**config.mk**
```make
export PLATFORM = sky130hd
export DESIGN_NAME = fifo_sync_param_flat
export DESIGN_NICKNAME = d
export VERILOG_FILES = /design/src/rtl/fifo_sync_param_if.sv /design/src/rtl/fifo_sync_param.sv /design/src/flat_wrapper.sv
export SDC_FILE = /design/constraint.sdc
export NUM_CORES = 1
export LEC_CHECK = 0
export ABC_AREA = 1
export CAP_MARGIN = 25
export CORE_UTILIZATION = 45
export DETAILED_ROUTE_END_ITERATION = 10
export GPL_TIMING_DRIVEN = 0
export HOLD_SLACK_MARGIN = 0.15
export SLEW_MARGIN = 5
export SYNTH_ARGS = -nofsm -noshare
export SYNTH_HDL_FRONTEND = slang
export SYNTH_SLANG_ARGS = --single-unit
```
**constraint.sdc**
```tcl
create_clock -name clk -period 6.2 [get_ports clk]
set_input_delay 1.24 -clock clk [delete_from_list [all_inputs] [get_ports clk]]
set_output_delay 1.24 -clock clk [all_outputs]
set_load 0.02 [all_outputs]
```
**src/rtl/fifo_sync_param_if.sv**
```systemverilog
// fifo_sync_param_if: streaming and status bundle for fifo_sync_param.
// The master side is the producer/consumer pair, the slave side is the FIFO.
interface fifo_sync_param_if #(
  parameter int BITS  = 8,
  parameter int DEPTH = 16
);
  localparam int CW = $clog2(DEPTH + 1);

  logic            flush;
  logic            clear_err;
  logic            shift_in;
  logic [BITS-1:0] data_in;
  logic            shift_out;
  logic [BITS-1:0] data_out;
  logic            fifo_not_empty;
  logic            fifo_full;
  logic            almost_full;
  logic            almost_empty;
  logic [CW-1:0]   words;
  logic            overflow;
  logic            underflow;

  modport master (
    output flush, clear_err, shift_in, data_in, shift_out,
    input  data_out, fifo_not_empty, fifo_full, almost_full, almost_empty,
           words, overflow, underflow
  );

  modport slave (
    input  flush, clear_err, shift_in, data_in, shift_out,
    output data_out, fifo_not_empty, fifo_full, almost_full, almost_empty,
           words, overflow, underflow
  );
endinterface

```
**src/rtl/fifo_sync_param.sv**
```systemverilog
// fifo_sync_param: single-clock FIFO of DEPTH words of BITS bits with an
// optional zero-latency look-ahead path, exact fill count, threshold flags,
// synchronous flush and sticky overflow/underflow flags.
module fifo_sync_param #(
  parameter int BITS         = 8,
  parameter int DEPTH        = 16,
  parameter int ZERO_LATENCY = 1,
  parameter int ALMOST_FULL  = DEPTH - 2,
  parameter int ALMOST_EMPTY = 1
) (
  input  logic              clk,
  input  logic              reset_n,
  fifo_sync_param_if.slave  bus
);
  localparam int AW = $clog2(DEPTH);
  localparam int CW = $clog2(DEPTH + 1);
  localparam logic [CW-1:0] FULL_COUNT = CW'(DEPTH);
  localparam logic [CW-1:0] AF_COUNT   = CW'(ALMOST_FULL);
  localparam logic [CW-1:0] AE_COUNT   = CW'(ALMOST_EMPTY);

  logic [BITS-1:0] mem [DEPTH];
  logic [AW-1:0]   rd_ptr;
  logic [AW-1:0]   wr_ptr;
  logic [CW-1:0]   count;
  logic            overflow_r;
  logic            underflow_r;

  logic empty_r;
  logic full_r;
  logic pass_mode;
  logic not_empty;
  logic rd_ok;
  logic wr_ok;
  logic pass_thru;
  logic do_wr;
  logic do_rd;
  logic ovf_evt;
  logic unf_evt;

  // While empty in zero-latency mode the input word is presented directly;
  // a same-cycle read then consumes it without touching storage.
  assign empty_r   = (count == '0);
  assign full_r    = (count == FULL_COUNT);
  assign pass_mode = (ZERO_LATENCY != 0) && empty_r;
  assign not_empty = pass_mode ? bus.shift_in : !empty_r;

  assign rd_ok     = bus.shift_out && not_empty;
  assign wr_ok     = bus.shift_in && (!full_r || bus.shift_out);
  assign pass_thru = pass_mode && bus.shift_in && bus.shift_out;
  assign do_wr     = wr_ok && !pass_thru && !bus.flush;
  assign do_rd     = rd_ok && !pass_thru && !bus.flush;

  // A flush cycle discards its inputs, so it can never raise an error.
  assign ovf_evt   = bus.shift_in && full_r && !bus.shift_out && !bus.flush;
  assign unf_evt   = bus.shift_out && !not_empty && !bus.flush;

  assign bus.data_out       = pass_mode ? bus.data_in : mem[rd_ptr];
  assign bus.fifo_not_empty = not_empty;
  assign bus.fifo_full      = full_r;
  assign bus.almost_full    = (count >= AF_COUNT);
  assign bus.almost_empty   = (count <= AE_COUNT);
  assign bus.words          = count;
  assign bus.overflow       = overflow_r;
  assign bus.underflow      = underflow_r;

  // Storage write port; contents are deliberately left unreset.
  always_ff @(posedge clk) begin
    if (do_wr) begin
      mem[wr_ptr] <= bus.data_in;
    end
  end

  // Pointers and fill count advance on accepted transfers; flush rewinds them.
  always_ff @(posedge clk or negedge reset_n) begin
    if (!reset_n) begin
      rd_ptr <= '0;
      wr_ptr <= '0;
      count  <= '0;
    end else if (bus.flush) begin
      rd_ptr <= '0;
      wr_ptr <= '0;
      count  <= '0;
    end else begin
      if (do_wr) begin
        wr_ptr <= wr_ptr + AW'(1);
      end
      if (do_rd) begin
        rd_ptr <= rd_ptr + AW'(1);
      end
      if (do_wr && !do_rd) begin
        count <= count + CW'(1);
      end else if (do_rd && !do_wr) begin
        count <= count - CW'(1);
      end
    end
  end

  // Sticky error flags: a new error in the same cycle as clear_err wins.
  always_ff @(posedge clk or negedge reset_n) begin
    if (!reset_n) begin
      overflow_r  <= 1'b0;
      underflow_r <= 1'b0;
    end else begin
      overflow_r  <= ovf_evt || (overflow_r && !bus.clear_err);
      underflow_r <= unf_evt || (underflow_r && !bus.clear_err);
    end
  end
endmodule

```
**src/flat_wrapper.sv**
```systemverilog
// flat-port wrapper written by rule: the top's interface ports become plain ports
module fifo_sync_param_flat 
#(
  parameter int BITS         = 8,
  parameter int DEPTH        = 16,
  parameter int ZERO_LATENCY = 1,
  parameter int ALMOST_FULL  = DEPTH - 2,
  parameter int ALMOST_EMPTY = 1
)
  (clk, reset_n, bus_flush, bus_clear_err, bus_shift_in, bus_data_in, bus_shift_out, bus_data_out, bus_fifo_not_empty, bus_fifo_full, bus_almost_full, bus_almost_empty, bus_words, bus_overflow, bus_underflow);
  fifo_sync_param_if #(.BITS(BITS), .DEPTH(DEPTH)) bus_i ();
  input  logic clk;
  input  logic reset_n;
  input wire logic [$bits(bus_i.flush)-1:0] bus_flush;
  input wire logic [$bits(bus_i.clear_err)-1:0] bus_clear_err;
  input wire logic [$bits(bus_i.shift_in)-1:0] bus_shift_in;
  input wire logic [$bits(bus_i.data_in)-1:0] bus_data_in;
  input wire logic [$bits(bus_i.shift_out)-1:0] bus_shift_out;
  output wire logic [$bits(bus_i.data_out)-1:0] bus_data_out;
  output wire logic [$bits(bus_i.fifo_not_empty)-1:0] bus_fifo_not_empty;
  output wire logic [$bits(bus_i.fifo_full)-1:0] bus_fifo_full;
  output wire logic [$bits(bus_i.almost_full)-1:0] bus_almost_full;
  output wire logic [$bits(bus_i.almost_empty)-1:0] bus_almost_empty;
  output wire logic [$bits(bus_i.words)-1:0] bus_words;
  output wire logic [$bits(bus_i.overflow)-1:0] bus_overflow;
  output wire logic [$bits(bus_i.underflow)-1:0] bus_underflow;
  assign bus_i.flush = bus_flush;
  assign bus_i.clear_err = bus_clear_err;
  assign bus_i.shift_in = bus_shift_in;
  assign bus_i.data_in = bus_data_in;
  assign bus_i.shift_out = bus_shift_out;
  assign bus_data_out = bus_i.data_out;
  assign bus_fifo_not_empty = bus_i.fifo_not_empty;
  assign bus_fifo_full = bus_i.fifo_full;
  assign bus_almost_full = bus_i.almost_full;
  assign bus_almost_empty = bus_i.almost_empty;
  assign bus_words = bus_i.words;
  assign bus_overflow = bus_i.overflow;
  assign bus_underflow = bus_i.underflow;
  fifo_sync_param #(.BITS(BITS), .DEPTH(DEPTH), .ZERO_LATENCY(ZERO_LATENCY), .ALMOST_FULL(ALMOST_FULL), .ALMOST_EMPTY(ALMOST_EMPTY)) u_core (.clk(clk), .reset_n(reset_n), .bus(bus_i));
endmodule
```
# == Word-level counts from Yosys, hierarchy flattened ==
# Memories as Yosys holds them, arrays and structs flattened.
# Cells that the tools add are included.
# totals
regBits,15
ramBits,128
inputBits,14
output_inout_bits,19
elab_cells,57
mem_count,1
# memory_table
memory,depth,word_bits,rd,rd_ports_with_merged_regs,write_ports,line,source
u_core.mem,16,8,1,0,1,fifo_sync_param.sv:21,logic [BITS-1:0] mem [DEPTH];
# classes
add_sub_neg,4
order_cmp,2
eq_ne,1
mux,11
reduce_logical,33
# ops
operator,n
1-bit logical AND,17
4-bit two-way mux,4
5-bit two-way mux,3
1-bit zero test,9
4-bit by 1-bit adder with 4-bit output (second input constant),2
8-bit two-way mux,1
5-bit by 1-bit adder with 5-bit output (second input constant),1
5-bit equality test (second input constant),1
5-bit by 4-bit greater-or-equal comparator with 1-bit output (second input constant),1
5-bit by 1-bit <= comparator with 1-bit output (second input constant),1
5-bit zero test,1
5-bit by 1-bit subtractor with 5-bit output (second input constant),1
2-bit nonzero test,2
1-bit logical OR,3
1-bit two-way mux,3
3-bit nonzero test,1

# == Depth between registers and ports, before layout ==
# logic_depth
word_depth,11
mapped_depth,14
depth_no_buf,13

# == Worst setup path before layout ==
# No wires, ideal clock.
# synth_path
kind,reg2out
start,"register u_core.count[0], in the netlist u_core.bus.words[0]"
end,output port bus_data_out[0]
arrival_ns,1.712
required_ns,4.960
path_slack_ns,3.248
path_stages_with_launch,10
path_buffers,1
path_cell_list,dfrtp_1 -> inv_1 -> ha_1 -> inv_1 -> nor2_8 -> nand2_4 -> buf_2 -> clkinv_1 -> nand2_1 -> nand2_1
# synth_via
elab_chain_len,2
# synth_lines
item,line,source
from (decl),fifo_sync_param.sv:24,logic [CW-1:0] count;
from (signal assigned),fifo_sync_param.sv:91,count <= count + CW'(1);
from (signal assigned),fifo_sync_param.sv:93,count <= count - CW'(1);
5-bit zero test,fifo_sync_param.sv:42,assign empty_r = (count == '0);
8-bit two-way mux,fifo_sync_param.sv:57,assign bus.data_out = pass_mode ? bus.data_in : mem[rd_ptr];
to (decl),flat_wrapper.sv:19,output wire logic [$bits(bus_i.data_out)-1:0] bus_data_out;
# No other way between the ends.

# == Worst setup path after layout ==
# layout_path
start,input port bus_data_in[5]
end,output port bus_data_out[5]
# layout_via
elab_chain_len,1
# layout_lines
item,line,source
from (decl),flat_wrapper.sv:17,input wire logic [$bits(bus_i.data_in)-1:0] bus_data_in;
8-bit two-way mux,fifo_sync_param.sv:57,
# No other way between the ends.

==> summary.md <==
| Metric | Value |
|---|---|
| Die area | `14600 um^2` |
| Detail Route Antenna Nets | `0` |
| Setup Viol. Count Final | `0` |
| Largest cells by area after synthesis | `edfxtp_1 (60%), nand2_1 (7.7%), dfrtp_1 (5.9%)` |
| Critical-path top delay cell | `clkdlybuf4s50_1` |
| # IOs | `33` |
| # clock sinks | `143` |
| Number of remaining DRC errors | `0` |
| Reg2reg setup slack | `3420 ps` |
| Syn Area/Cell | `10.8 um^2` |
| Critical path endpoint category | `output port` |
| Final Hold Fails | `0` |
| Seq/Total Area, Yosys | `66.3%` |
| Buf+Inv Stages, Crit Path | `2` |
| Hold Path Sink | `u_core.bus.underflow` |
| Worst Path Required | `4960 ps` |
| Crit-path max FO | `17` |
| Area share of fa/ha/maj cells after synthesis | `1.97%` |
| Max-Cap Viols | `0` |
| Cells on worst reg2reg path | `9` |
| VDD IR-drop max | `0.291 mV` |
| Worst Skew | `5.35 ps` |
| Worst-path clk slew | `60 ps` |
| Leakage | `2.94 nW` |
| Placer Congestion | `0.915` |
| Vias in the first global route | `4569` |
| Critical path arrival | `3090 ps` |
| Initial antenna violation count | `0` |
| N_diodes | `0` |
| Outcome | `completed` |
| WP depth | `4` |
| Simple-Gate Fraction of Synth Area | `16.6%` |
| Xor and xnor fraction of the mapped netlist area | `0.551%` |
| Unique masters post-synth | `32` |
| TritonCTS Buffers | `17` |
| Tmin final | `4330 ps` |
| Row cnt | `43` |
| Main combinational cell family by area after synthesis | `simple AND/OR/NAND/NOR gates` |
| Max Clk Rate | `0.231 GHz` |
| Clk Latency, worst-skew pair | `420 ps` |
| Reg-to-reg endpoint | `u_core.mem[6][1]` |
| Layout cell share with drive strength beyond 1 | `11.6%` |
| CTS resizes | `0` |
| GRT overflow | `0` |
| Drt pass-1 iters | `5` |
| Core region area | `13800 um^2` |
| Setup CP Type | `in2out` |
| Worst r2r src | `u_core.bus.words[0]` |
| Max clock buf depth | `2` |
| Pwr dens | `415 nW/um^2` |
| Leading area contributor after synthesis | `edfxtp_1` |
| Synth top area share | `60.4%` |
| First-pass GRT wire length | `24900 um` |
| Max incr delay on CP | `1010 ps` |
| Cells after Synth | `589` |
| Drt wl/cell | `18.5 um` |
| H-tree levels | `4` |
| DIE HEIGHT | `121 um` |
| Most frequent cells in the layout | `nand2_1 (131), edfxtp_1 (128), nor2_1 (66), o21ai_0 (47), inv_1 (43)` |
| Nets | `676` |
| Synth warn | `0` |
| Initial Utilization | `46.0%` |
| Most common cell after layout, fill and taps aside | `nand2_1` |
| Fin Setup TNS | `0 ps` |
| Crit path max-delay family | `buffers and inverters` |
| Worst Setup Start Kind | `input port` |
| RSZ-0062 raised after global routing | `false` |
| Slew @ Worst Pin | `836 ps` |
| Detailed Route WL | `15600 um` |
| Worst relative slew slack | `44.1%` |
| Mux contribution to synthesized area | `0%` |
| Period utilisation layout | `69.8%` |
| CTS tree | `built` |
| Worst Hold Launch | `u_core.bus.underflow` |
| Syn Std Cell Area | `6360 um^2` |
| Die Wd | `121 um` |
| Largest net degree at the start of global routing | `18` |
| Buffers on Ports | `32` |
| Initial DRC Count | `328` |
| Synth Net Count | `613` |
| Hold crit path type | `reg2reg` |
| Critical path cell sequence | `clkdlybuf4s50_1, nand2_1, nand2_1, clkdlybuf4s50_1` |
| Complex-gate fraction of the synthesized area | `9.58%` |
| Flops & latches, synth | `143` |
| Via density | `5.37` |
| Post-CTS setup buffers | `0` |
| Final Max Tran Viols | `0` |
| Area Growth Syn to Fin | `18.7%` |
| Hold buffers post-CTS | `0` |
| GRT Util Overall | `23.6%` |
| Hold Path Depth | `2` |
| Via total after detailed routing | `4537` |
| Hold Slack | `532 ps` |
| DP HPWL | `10600 um` |
| Root Driver | `clkbuf_16` |
metal layers:
metal	vias to the layer above	global-route usage [%]	part of all wire (%)
li1	2151	-	-
met1	2181	30.6	44
met2	169	36.9	46
met3	36	4.89	6.0
met4	0	13.9	4.5
met5	-	0	0
registers in the layout (all words and copies together) (netlist names):
name                  cells
u_core.bus.overflow       1
u_core.bus.underflow      1
u_core.bus.words          5
u_core.mem              128
u_core.rd_ptr             4
u_core.wr_ptr             4
Yosys cell counts (all sizes together):
cell type,n
ha,10
nor2,70
a21boi,1
dfrtp,15
inv,45
o211ai,1
o32ai,1
clkbuf,7
xor2,4
clkinv,3
nand2,136
edfxtp,128
nor3,17
o22ai,16
buf,18
o21ai,56
nand4,2
a21oi,38
nand3,21
worst max path at each step:
stage / to / start / slack, ps
5_1_grt: bus_data_out[6] / u_core.bus.words[0] / 1700
4_1_cts: bus_data_out[4] / bus_data_in[4] / 1870
2_1_floorplan: bus_data_out[0] / u_core.bus.words[0] / 3250
3_3_place_gp: bus_data_out[4] / bus_data_in[4] / 1900
6_report: bus_data_out[5] / bus_data_in[5] / 1870
3_5_place_dp: bus_data_out[3] / bus_data_in[3] / 1890
worst register-to-register path, delay by kind of cell (launching register included):
kind | cells | cell delay (ps)
buf+inv | 4 | 880
simple gates | 4 | 900
fa+ha+maj | 1 | 220
flops | 1 | 480
report_power, final:
part / internal [mW] / switching, mW
registers: 1.09 / 0.0350
clock network: 0.559 / 0.414
logic: 0.371 / 0.668
total: 2.02 / 1.12
area by class of cell:
type	instances	area, um^2
fill	1185	6280
sequential	143	4220
multi-input combinational	373	1830
clock buffer	18	429
timing repair buffer	44	400
tap	180	225
inverter	48	181
clock inverter	14	135
buffer	25	133
cell families (layout without fill, tap and decap cells):
kind of cell	Yosys count	in the layout
flip-flops	143	143
adder cells (fa/ha/maj)	10	10
AO/OA/AOI/OAI	113	113
AND/OR/NAND/NOR	246	246
buffers and inverters	73	149
XOR/XNOR	4	4
through the flow:
| step | worst slack (ps) | std cells | utilization, % | total power, mW | instance area (um^2) |
|---|---|---|---|---|---|
| floorplan | 3250 | 589 | - | 1.79 | 6360 |
| global placement | 1900 | 801 | 49.9 | 2.16 | 6910 |
| detailed placement | 1890 | 811 | 50.4 | 2.18 | 6970 |
| CTS | 1870 | 843 | 54.5 | 3.15 | 7540 |
| global route | 1700 | 845 | 54.6 | 3.31 | 7550 |
| finish | 1870 | 845 | 54.6 | 3.14 | 7550 |
No activity file was read; power rests on OpenSTA's default activity.
